==> config.mk <==
export PLATFORM = sky130hd
export DESIGN_NAME = tick_scheduler_flat
export DESIGN_NICKNAME = d
export VERILOG_FILES = /design/src/rtl/tick_scheduler_if.sv /design/src/rtl/tick_scheduler.sv /design/src/flat_wrapper.sv
export SDC_FILE = /design/constraint.sdc
export NUM_CORES = 1
export LEC_CHECK = 0
export ABC_AREA = 1
export BUFFER_PORTS_ARGS = -buffer_cell sky130_fd_sc_hd__buf_2
export CAP_MARGIN = 20
export CORE_ASPECT_RATIO = 0.7
export CORE_MARGIN = 5
export CORE_UTILIZATION = 56
export CTS_CLUSTER_SIZE = 25
export DETAILED_ROUTE_END_ITERATION = 12
export PLACE_DENSITY = 0.76
export SYNTH_ARGS = -nofsm -noshare
export SYNTH_HDL_FRONTEND = slang
export SYNTH_SLANG_ARGS = --single-unit
==> constraint.sdc <==
create_clock -name clk -period 1.6 [get_ports clk]
set_clock_uncertainty 0.2 [all_clocks]
set_input_delay 0.08 -clock clk [delete_from_list [all_inputs] [get_ports clk]]
set_output_delay 0.08 -clock clk [all_outputs]
set_load 0.02 [all_outputs]
==> src/rtl/tick_scheduler_if.sv <==
// Configuration port of the tick scheduler: one valid/ready request per
// channel update (period, enable, phase-sync).
interface tick_scheduler_if #(
  parameter int CHW = 2,
  parameter int W   = 16
);
  logic           cfg_valid;
  logic           cfg_ready;
  logic [CHW-1:0] cfg_ch;
  logic [W-1:0]   cfg_period;
  logic           cfg_en;
  logic           cfg_sync;

  modport master (
    output cfg_valid,
    output cfg_ch,
    output cfg_period,
    output cfg_en,
    output cfg_sync,
    input  cfg_ready
  );

  modport slave (
    input  cfg_valid,
    input  cfg_ch,
    input  cfg_period,
    input  cfg_en,
    input  cfg_sync,
    output cfg_ready
  );
endinterface

==> src/rtl/tick_scheduler.sv <==
// Multi-channel clock-enable scheduler: per-channel down-counters reload from
// a programmable period and emit a one-cycle tick plus a divided square wave.
//
// state  | meaning
// IDLE   | cfg_ready high, waiting for a configuration request
// LOAD   | request latched, applied to the channels at the next edge
module tick_scheduler #(
  parameter int CH  = 4,
  parameter int CHW = 2,
  parameter int W   = 16
) (
  input  logic                clk,
  input  logic                rst_n,
  tick_scheduler_if.slave     cfg,
  output logic [CH-1:0]       tick,
  output logic [CH-1:0]       div_clk,
  output logic [CH-1:0]       active
);

  typedef enum logic {
    S_IDLE = 1'b0,
    S_LOAD = 1'b1
  } state_t;

  state_t         r_state;
  state_t         w_state_nxt;
  logic           w_ready;
  logic           w_accept;
  logic           w_load;

  logic [CHW-1:0] r_ch;
  logic [W-1:0]   r_period;
  logic           r_en;
  logic           r_sync;

  always_ff @(posedge clk or negedge rst_n) begin
    if (!rst_n) begin
      r_state <= S_IDLE;
    end else begin
      r_state <= w_state_nxt;
    end
  end

  always_comb begin
    w_state_nxt = r_state;
    w_ready     = 1'b0;
    case (r_state)
      S_IDLE: begin
        w_ready = 1'b1;
        if (cfg.cfg_valid) begin
          w_state_nxt = S_LOAD;
        end
      end
      S_LOAD: begin
        w_state_nxt = S_IDLE;
      end
      default: begin
        w_state_nxt = S_IDLE;
      end
    endcase
  end

  assign cfg.cfg_ready = w_ready;
  assign w_accept      = w_ready && cfg.cfg_valid;
  assign w_load        = (r_state == S_LOAD);

  always_ff @(posedge clk or negedge rst_n) begin
    if (!rst_n) begin
      r_ch     <= '0;
      r_period <= '0;
      r_en     <= 1'b0;
      r_sync   <= 1'b0;
    end else if (w_accept) begin
      r_ch     <= cfg.cfg_ch;
      r_period <= cfg.cfg_period;
      r_en     <= cfg.cfg_en;
      r_sync   <= cfg.cfg_sync;
    end
  end

  for (genvar g = 0; g < CH; g++) begin : gen_ch
    logic [W-1:0] r_per;
    logic [W-1:0] r_cnt;
    logic         r_tick;
    logic         r_div;
    logic         r_act;
    logic         w_tgt;
    logic         w_act_nxt;
    logic         w_restart;
    logic [W-1:0] w_per_nxt;

    // An out-of-range r_ch never matches, so such requests only act via sync.
    assign w_tgt     = w_load && (r_ch == CHW'(g));
    assign w_per_nxt = w_tgt ? r_period : r_per;
    assign w_act_nxt = w_tgt ? r_en : r_act;
    assign w_restart = w_act_nxt && ((w_tgt && !r_act) || (w_load && r_sync));

    always_ff @(posedge clk or negedge rst_n) begin
      if (!rst_n) begin
        r_per  <= '0;
        r_cnt  <= '0;
        r_tick <= 1'b0;
        r_div  <= 1'b0;
        r_act  <= 1'b0;
      end else begin
        r_per <= w_per_nxt;
        r_act <= w_act_nxt;
        if (!w_act_nxt) begin
          r_cnt  <= '0;
          r_tick <= 1'b0;
          r_div  <= 1'b0;
        end else if (w_restart) begin
          r_cnt  <= w_per_nxt;
          r_tick <= 1'b0;
          r_div  <= 1'b0;
        end else if (r_cnt == '0) begin
          // A retune landing on the reload edge already takes the new period.
          r_cnt  <= w_per_nxt;
          r_tick <= 1'b1;
          r_div  <= ~r_div;
        end else begin
          r_cnt  <= r_cnt - W'(1);
          r_tick <= 1'b0;
        end
      end
    end

    assign tick[g]    = r_tick;
    assign div_clk[g] = r_div;
    assign active[g]  = r_act;
  end

endmodule

==> src/flat_wrapper.sv <==
// flat-port wrapper written by rule: the top's interface ports become plain ports
module tick_scheduler_flat 
#(
  parameter int CH  = 4,
  parameter int CHW = 2,
  parameter int W   = 16
)
  (clk, rst_n, tick, div_clk, active, cfg_cfg_valid, cfg_cfg_ch, cfg_cfg_period, cfg_cfg_en, cfg_cfg_sync, cfg_cfg_ready);
  tick_scheduler_if #(.CHW(CHW), .W(W)) cfg_i ();
  input  logic clk;
  input  logic rst_n;
  output logic [CH-1:0] tick;
  output logic [CH-1:0] div_clk;
  output logic [CH-1:0] active;
  input wire logic [$bits(cfg_i.cfg_valid)-1:0] cfg_cfg_valid;
  input wire logic [$bits(cfg_i.cfg_ch)-1:0] cfg_cfg_ch;
  input wire logic [$bits(cfg_i.cfg_period)-1:0] cfg_cfg_period;
  input wire logic [$bits(cfg_i.cfg_en)-1:0] cfg_cfg_en;
  input wire logic [$bits(cfg_i.cfg_sync)-1:0] cfg_cfg_sync;
  output wire logic [$bits(cfg_i.cfg_ready)-1:0] cfg_cfg_ready;
  assign cfg_i.cfg_valid = cfg_cfg_valid;
  assign cfg_i.cfg_ch = cfg_cfg_ch;
  assign cfg_i.cfg_period = cfg_cfg_period;
  assign cfg_i.cfg_en = cfg_cfg_en;
  assign cfg_i.cfg_sync = cfg_cfg_sync;
  assign cfg_cfg_ready = cfg_i.cfg_ready;
  tick_scheduler #(.CH(CH), .CHW(CHW), .W(W)) u_core (.clk(clk), .rst_n(rst_n), .cfg(cfg_i), .tick(tick), .div_clk(div_clk), .active(active));
endmodule
# --- Word-level counts from Yosys, hierarchy flattened ---
# Cells that the tools add are included.
# W data, S select, Z words.
op_classes:
  addsub: 4
  n_eq_ne: 7
  mux: 47
  bitwise_logic: 5
  reduce_logical: 27
op_table:
  columns: ["cell", "n"]
  rows:
  - ["$mux W16", 16]
  - ["$logic_not A16 Y1", 4]
  - ["$sub A16 B1 Y16 const B", 4]
  - ["$mux W1", 30]
  - ["$logic_and A1 B1 Y1", 14]
  - ["$ne A3 B3 Y1 const B", 4]
  - ["$not A1 Y1", 5]
  - ["$eq A2 B2 Y1 const B", 2]
  - ["$logic_not A1 Y1", 4]
  - ["$logic_or A1 B1 Y1", 4]
  - ["$eq A2 B1 Y1 const B", 1]
  - ["$logic_not A2 Y1", 1]
  - ["$pmux W1 S2", 1]
totals:
  ff_bits: 161
  in_bits: 23
  out_inout_bits: 13

# --- Logic depth before layout (Yosys ltp) ---
depth:
  depth_word: 7
  ltp_mapped: 10
  mapped_depth_nobuf: 9

# --- Worst setup path before layout ---
# OpenSTA, ideal clock, no wires.
synth_path:
  path_type: "register to register"
  start: "register u_core.r_state"
  end: "register u_core.gen_ch[0].r_cnt[11]"
  arrival_ns: 1.337
  t_required_ns: 1.282
  path_slack_ns: -0.055
  stages_incl_launch_ff: 10
  n_path_buf: 3
  cell_sequence: "dfrtp_1 -> buf_4 -> nand2_1 -> nand2_1 -> nand3_1 -> nand2_1 -> buf_4 -> buf_6 -> a21oi_1 -> nor2_1"
synth_between:
  elab_chain_len: 6
synth_rtl:
  columns: ["element", "line", "text"]
  rows:
  - ["from (decl)", "tick_scheduler.sv:25", "state_t r_state;"]
  - ["from (signal assigned)", "tick_scheduler.sv:40", "r_state <= w_state_nxt;"]
  - ["$logic_and A1 B1 Y1", "tick_scheduler.sv:93", "assign w_tgt = w_load && (r_ch == CHW'(g));"]
  - ["$logic_and A1 B1 Y1", "tick_scheduler.sv:96", "assign w_restart = w_act_nxt && ((w_tgt && !r_act) || (w_load && r_sync));"]
  - ["$logic_or A1 B1 Y1", "tick_scheduler.sv:96", null]
  - ["$logic_and A1 B1 Y1", "tick_scheduler.sv:96", null]
  - ["$mux W16", "tick_scheduler.sv:112", "end else if (w_restart) begin"]
  - ["$mux W16 *", "tick_scheduler.sv:108", "if (!w_act_nxt) begin"]
  - ["to (signal assigned)", "tick_scheduler.sv:113", "r_cnt <= w_per_nxt;"]
  - ["to (signal assigned)", "tick_scheduler.sv:118", "r_cnt <= w_per_nxt;"]
  - ["to (signal assigned)", "tick_scheduler.sv:122", "r_cnt <= r_cnt - W'(1);"]
  - ["to (decl)", "tick_scheduler.sv:83", "logic [W-1:0] r_cnt;"]
# Mark *: on every way between the ends. The rest lies on a longest branch, timed or not.
# A chain may end at the register's enable or synchronous reset.

# --- Worst setup path in the final report ---
layout_path:
  start: "register u_core.r_ch[0]"
  end: "register u_core.gen_ch[3].r_cnt[13]"
layout_between:
  elab_chain_len: 7
layout_rtl:
  columns: ["element", "line", "text"]
  rows:
  - ["from (decl)", "tick_scheduler.sv:31", "logic [CHW-1:0] r_ch;"]
  - ["from (signal assigned)", "tick_scheduler.sv:74", "r_ch <= cfg.cfg_ch;"]
  - ["$eq A2 B2 Y1 *", "tick_scheduler.sv:93", null]
  - ["$logic_and A1 B1 Y1 *", "tick_scheduler.sv:93", null]
  - ["$logic_and A1 B1 Y1", "tick_scheduler.sv:96", null]
  - ["$logic_or A1 B1 Y1", "tick_scheduler.sv:96", null]
  - ["$logic_and A1 B1 Y1", "tick_scheduler.sv:96", null]
  - ["$mux W16", "tick_scheduler.sv:112", null]
  - ["$mux W16 *", "tick_scheduler.sv:108", null]
  - ["to (signal assigned)", "tick_scheduler.sv:113", null]
  - ["to (signal assigned)", "tick_scheduler.sv:118", null]
  - ["to (signal assigned)", "tick_scheduler.sv:122", null]
  - ["to (decl)", "tick_scheduler.sv:83", null]
# Marked as above.

==> run summary <==
vias in the first global route: 8,134
status: finished with violations
Worst R2R End: u_core.gen_ch[3].r_cnt[13]$_DFF_PN0_
fraction of layout instances using a drive strength above 1: 35.4%
Worst Path Max Fanout: 5
most used standard cells in the synthesized netlist: nand2_1, nor2_1, dfrtp_1, inv_1, o21ai_0
peak per-stage delay on the critical path: 0.49 ns
global route total overflow: 0
global-route wire length before repair: 39.8 mm
number of register bits inferred by synthesis: 161
most frequent cell after synthesis: nand2_1
Slew @ Worst Pin: 0.615 ns
final clock period utilization by the worst path: 118%
clk_lat worst skew: 0.44 ns
total of buffers placed on input and output ports: 35
TritonCTS clock tree: built
Hold Crit Start: cfg_cfg_period[1]
critical path startpoint category: flip-flop
cell family contributing the most delay on the critical path: simple AND/OR/NAND/NOR gates
antenna-violating nets left: 0
dominant cell type by area after synthesis: dfrtp_1
die height: 112 um
Most used DFF post-synth: dfrtp_1
unrepaired setup endpoints after global routing: yes
Clk Tree Root Cell: clkbuf_16
DRC marker count from the first detailed-route iteration: 812
Max VDD drop: 0.906 mV
max-capacitance violation count: 0
largest net degree at the start of global routing: 44
row count: 37
top cell type's share of synthesized area: 48.1%
total DRC errors in the routed layout: 0
Clock transition at path regs: 0.07 ns
router iterations before antenna repair: 8
diodes inserted: 0
core region area: 14,700 sq um
fill count: 796
total number of vias: 8,472
terminating pin of the worst hold path: u_core.r_period[1]$_DFFE_PN0P_
Min Clock Period, post-route: 1.90 ns
Total Die Area: 17,600 sq um
achievable clock frequency: 528 MHz
number of cells produced by synthesis: 1,151
async set-or-reset flop fraction in the synthesized netlist: 100%
post-synthesis cell area: 8380 sq um
WP data required: 1.72 ns
number of top-level design ports: 36
NumNets Final: 1,412
count of buffering cells on the critical path with inverters included: 2
most area-consuming cells after synthesis: dfrtp_1, nand2_1, nor2_1
average wire length per cell after detail routing: 17.6 um
antenna violations before repair: 0
Reg2Reg Launch Point: u_core.r_ch[0]$_DFFE_PN0P_
Synthesis Warnings: 0
portion of the post-synthesis area used by sequential elements: 48.1%
Worst Hold Slack: 0.166 ns
global router's overall resource usage: 28.5%
type of element capturing the critical path: flip-flop
Detailed Route WL: 27.9 mm
Slew Viols, Final: 0
power after layout: 25.2 mW
Initial Util: 57.1%
final estimated routing congestion in global placement: 0.935
sinks on the clock net: 161
number of buffers created by CTS: 17
power density over the cells: 2060 nW/um^2
total of endpoints with negative setup slack in the final report: 82
register-to-register path setup slack: -0.30 ns
failing checks: negative setup slack
leak pwr: 6.42 nW
master of the slowest instance on the critical path: dfrtp_2
critical path startpoint: u_core.r_ch[0]$_DFFE_PN0P_
clk buf depth: 2
number of H-tree levels: 4
worst path arrival time: 2.02 ns
detailed placement HPWL: 15.3 mm
count of cells along the worst register-to-register path: 8
HP Class: in -> reg
Mapped Avg Cell Area: 7.28 sq um
average vias per placed instance: 5.34
Cells on Worst Hold Path: 4
Layout Area Growth over Synthesis: 45.7%
headroom to the max-slew limit: 59.0%
count of flip-flops with a built-in enable after synthesis: 0
pre-CTS setup slack: -0.213 ns
Post-Syn Nets: 1,182
width of the die: 156 um
worst path cell trace: buf_6 > nand3_4 > nand2_1 > nand3_4 > buf_4 > nand3_2 > nor2_1 > nor2_1
final hold violation count: 0
number of distinct library cells after synthesis: 29
final setup slack of the worst path: -0.296 ns
CP Class: reg -> reg
## report_power, final
group          total, mW  internal, mW  switching (mW)
registers           6.58          5.52            1.06
logic               14.1          6.43            7.65
clock network       4.52          2.69            1.83
total               25.2          14.6            10.5
## layer usage
layer	share of wire, %	routed length [um]	vias up	track usage, %
li1	-	-	3947	-
met1	39	10800	4006	37.5
met2	49	13700	404	47.0
met3	7.7	2140	115	6.24
met4	4.4	1230	0	9.88
met5	0	0	-	0
## state kept, by name (all words and copies together), names as in the netlist
| signal | flops |
|---|---|
| u_core.gen_ch.r_act | 4 |
| u_core.gen_ch.r_cnt | 64 |
| u_core.gen_ch.r_div | 4 |
| u_core.gen_ch.r_per | 64 |
| u_core.gen_ch.r_tick | 4 |
| u_core.r_ch | 2 |
| u_core.r_en | 1 |
| u_core.r_period | 16 |
| u_core.r_state | 1 |
| u_core.r_sync | 1 |
## worst max path at each step
stage	cells after the start	slack, ns	endpoint
2_1_floorplan	9	-0.02	u_core.gen_ch[0].r_cnt[11]$_DFF_PN0_
3_3_place_gp	9	-0.15	u_core.gen_ch[3].r_cnt[5]$_DFF_PN0_
3_5_place_dp	9	-0.21	u_core.gen_ch[0].r_cnt[3]$_DFF_PN0_
4_1_cts	9	-0.1	u_core.gen_ch[0].r_cnt[11]$_DFF_PN0_
5_1_grt	8	-0.31	u_core.gen_ch[3].r_cnt[13]$_DFF_PN0_
6_report	8	-0.30	u_core.gen_ch[3].r_cnt[13]$_DFF_PN0_
## kinds of logic after synthesis
group	synth area share [%]
DFF	48.1
adders and majority gates	1.19
xor gates and xnor gates	2.51
buffers and inverters	10.2
and+or+nand+nor	32.1
AOI/OAI and AO/OA	5.94
## metrics by stage
step / area, sq um / util [%] / std cells / TNS (ns)
5_1_grt: 12200 / 83.2 / 1588 / -14.94
4_1_cts: 11400 / 77.5 / 1574 / -3.11
3_3_place_gp: 10000 / 68.2 / 1509 / -5.61
3_5_place_dp: 10000 / 68.2 / 1509 / -11.44
2_1_floorplan: 8400 / - / 1151 / -0.125
6_report: 12200 / 83.2 / 1588 / -9.45
## worst min-delay path, delay by kind of cell
| kind | cells | cell delay, ns |
|---|---|---|
| buffers and inverters | 2 | 0.60 |
| and+or+nand+nor | 2 | 0.09 |
## cells in the final DEF (no fill, tap or decap), drive strengths merged
master	n
buf	228
and3	1
bufinv	4
clkinv	6
and2	2
ha	8
a21oi	22
nand4	7
dlygate4sd3	23
o21ai	73
nor2	212
dfrtp	161
nand3	44
nand2	347
nor4	1
nor3	3
or2	32
o21bai	3
nand3b	8
inv	162
xnor2	7
clkbuf	22
xor2	17
## cell type report
cell class | count | area, sq um | area share (%)
multi-input combinational | 787 | 4420 | 36.2
clock buffer | 18 | 439 | 3.59
clock inverter | 13 | 203 | 1.66
sequential | 161 | 4030 | 33.0
inverter | 159 | 604 | 4.95
tap | 195 | 244 | 2.00
timing repair buffer | 255 | 2270 | 18.6
## repair_timing
action                                  CTS  global route
buffers inserted                          6             8
gates resized for setup                 161           205
hold buffers                             23             0
pin swaps                                 9            44
endpoints found under the hold margin   182             0
cloned                                    5             6
endpoints found under the setup margin  114           120
Note: power is estimated with default switching activity, not from simulation.
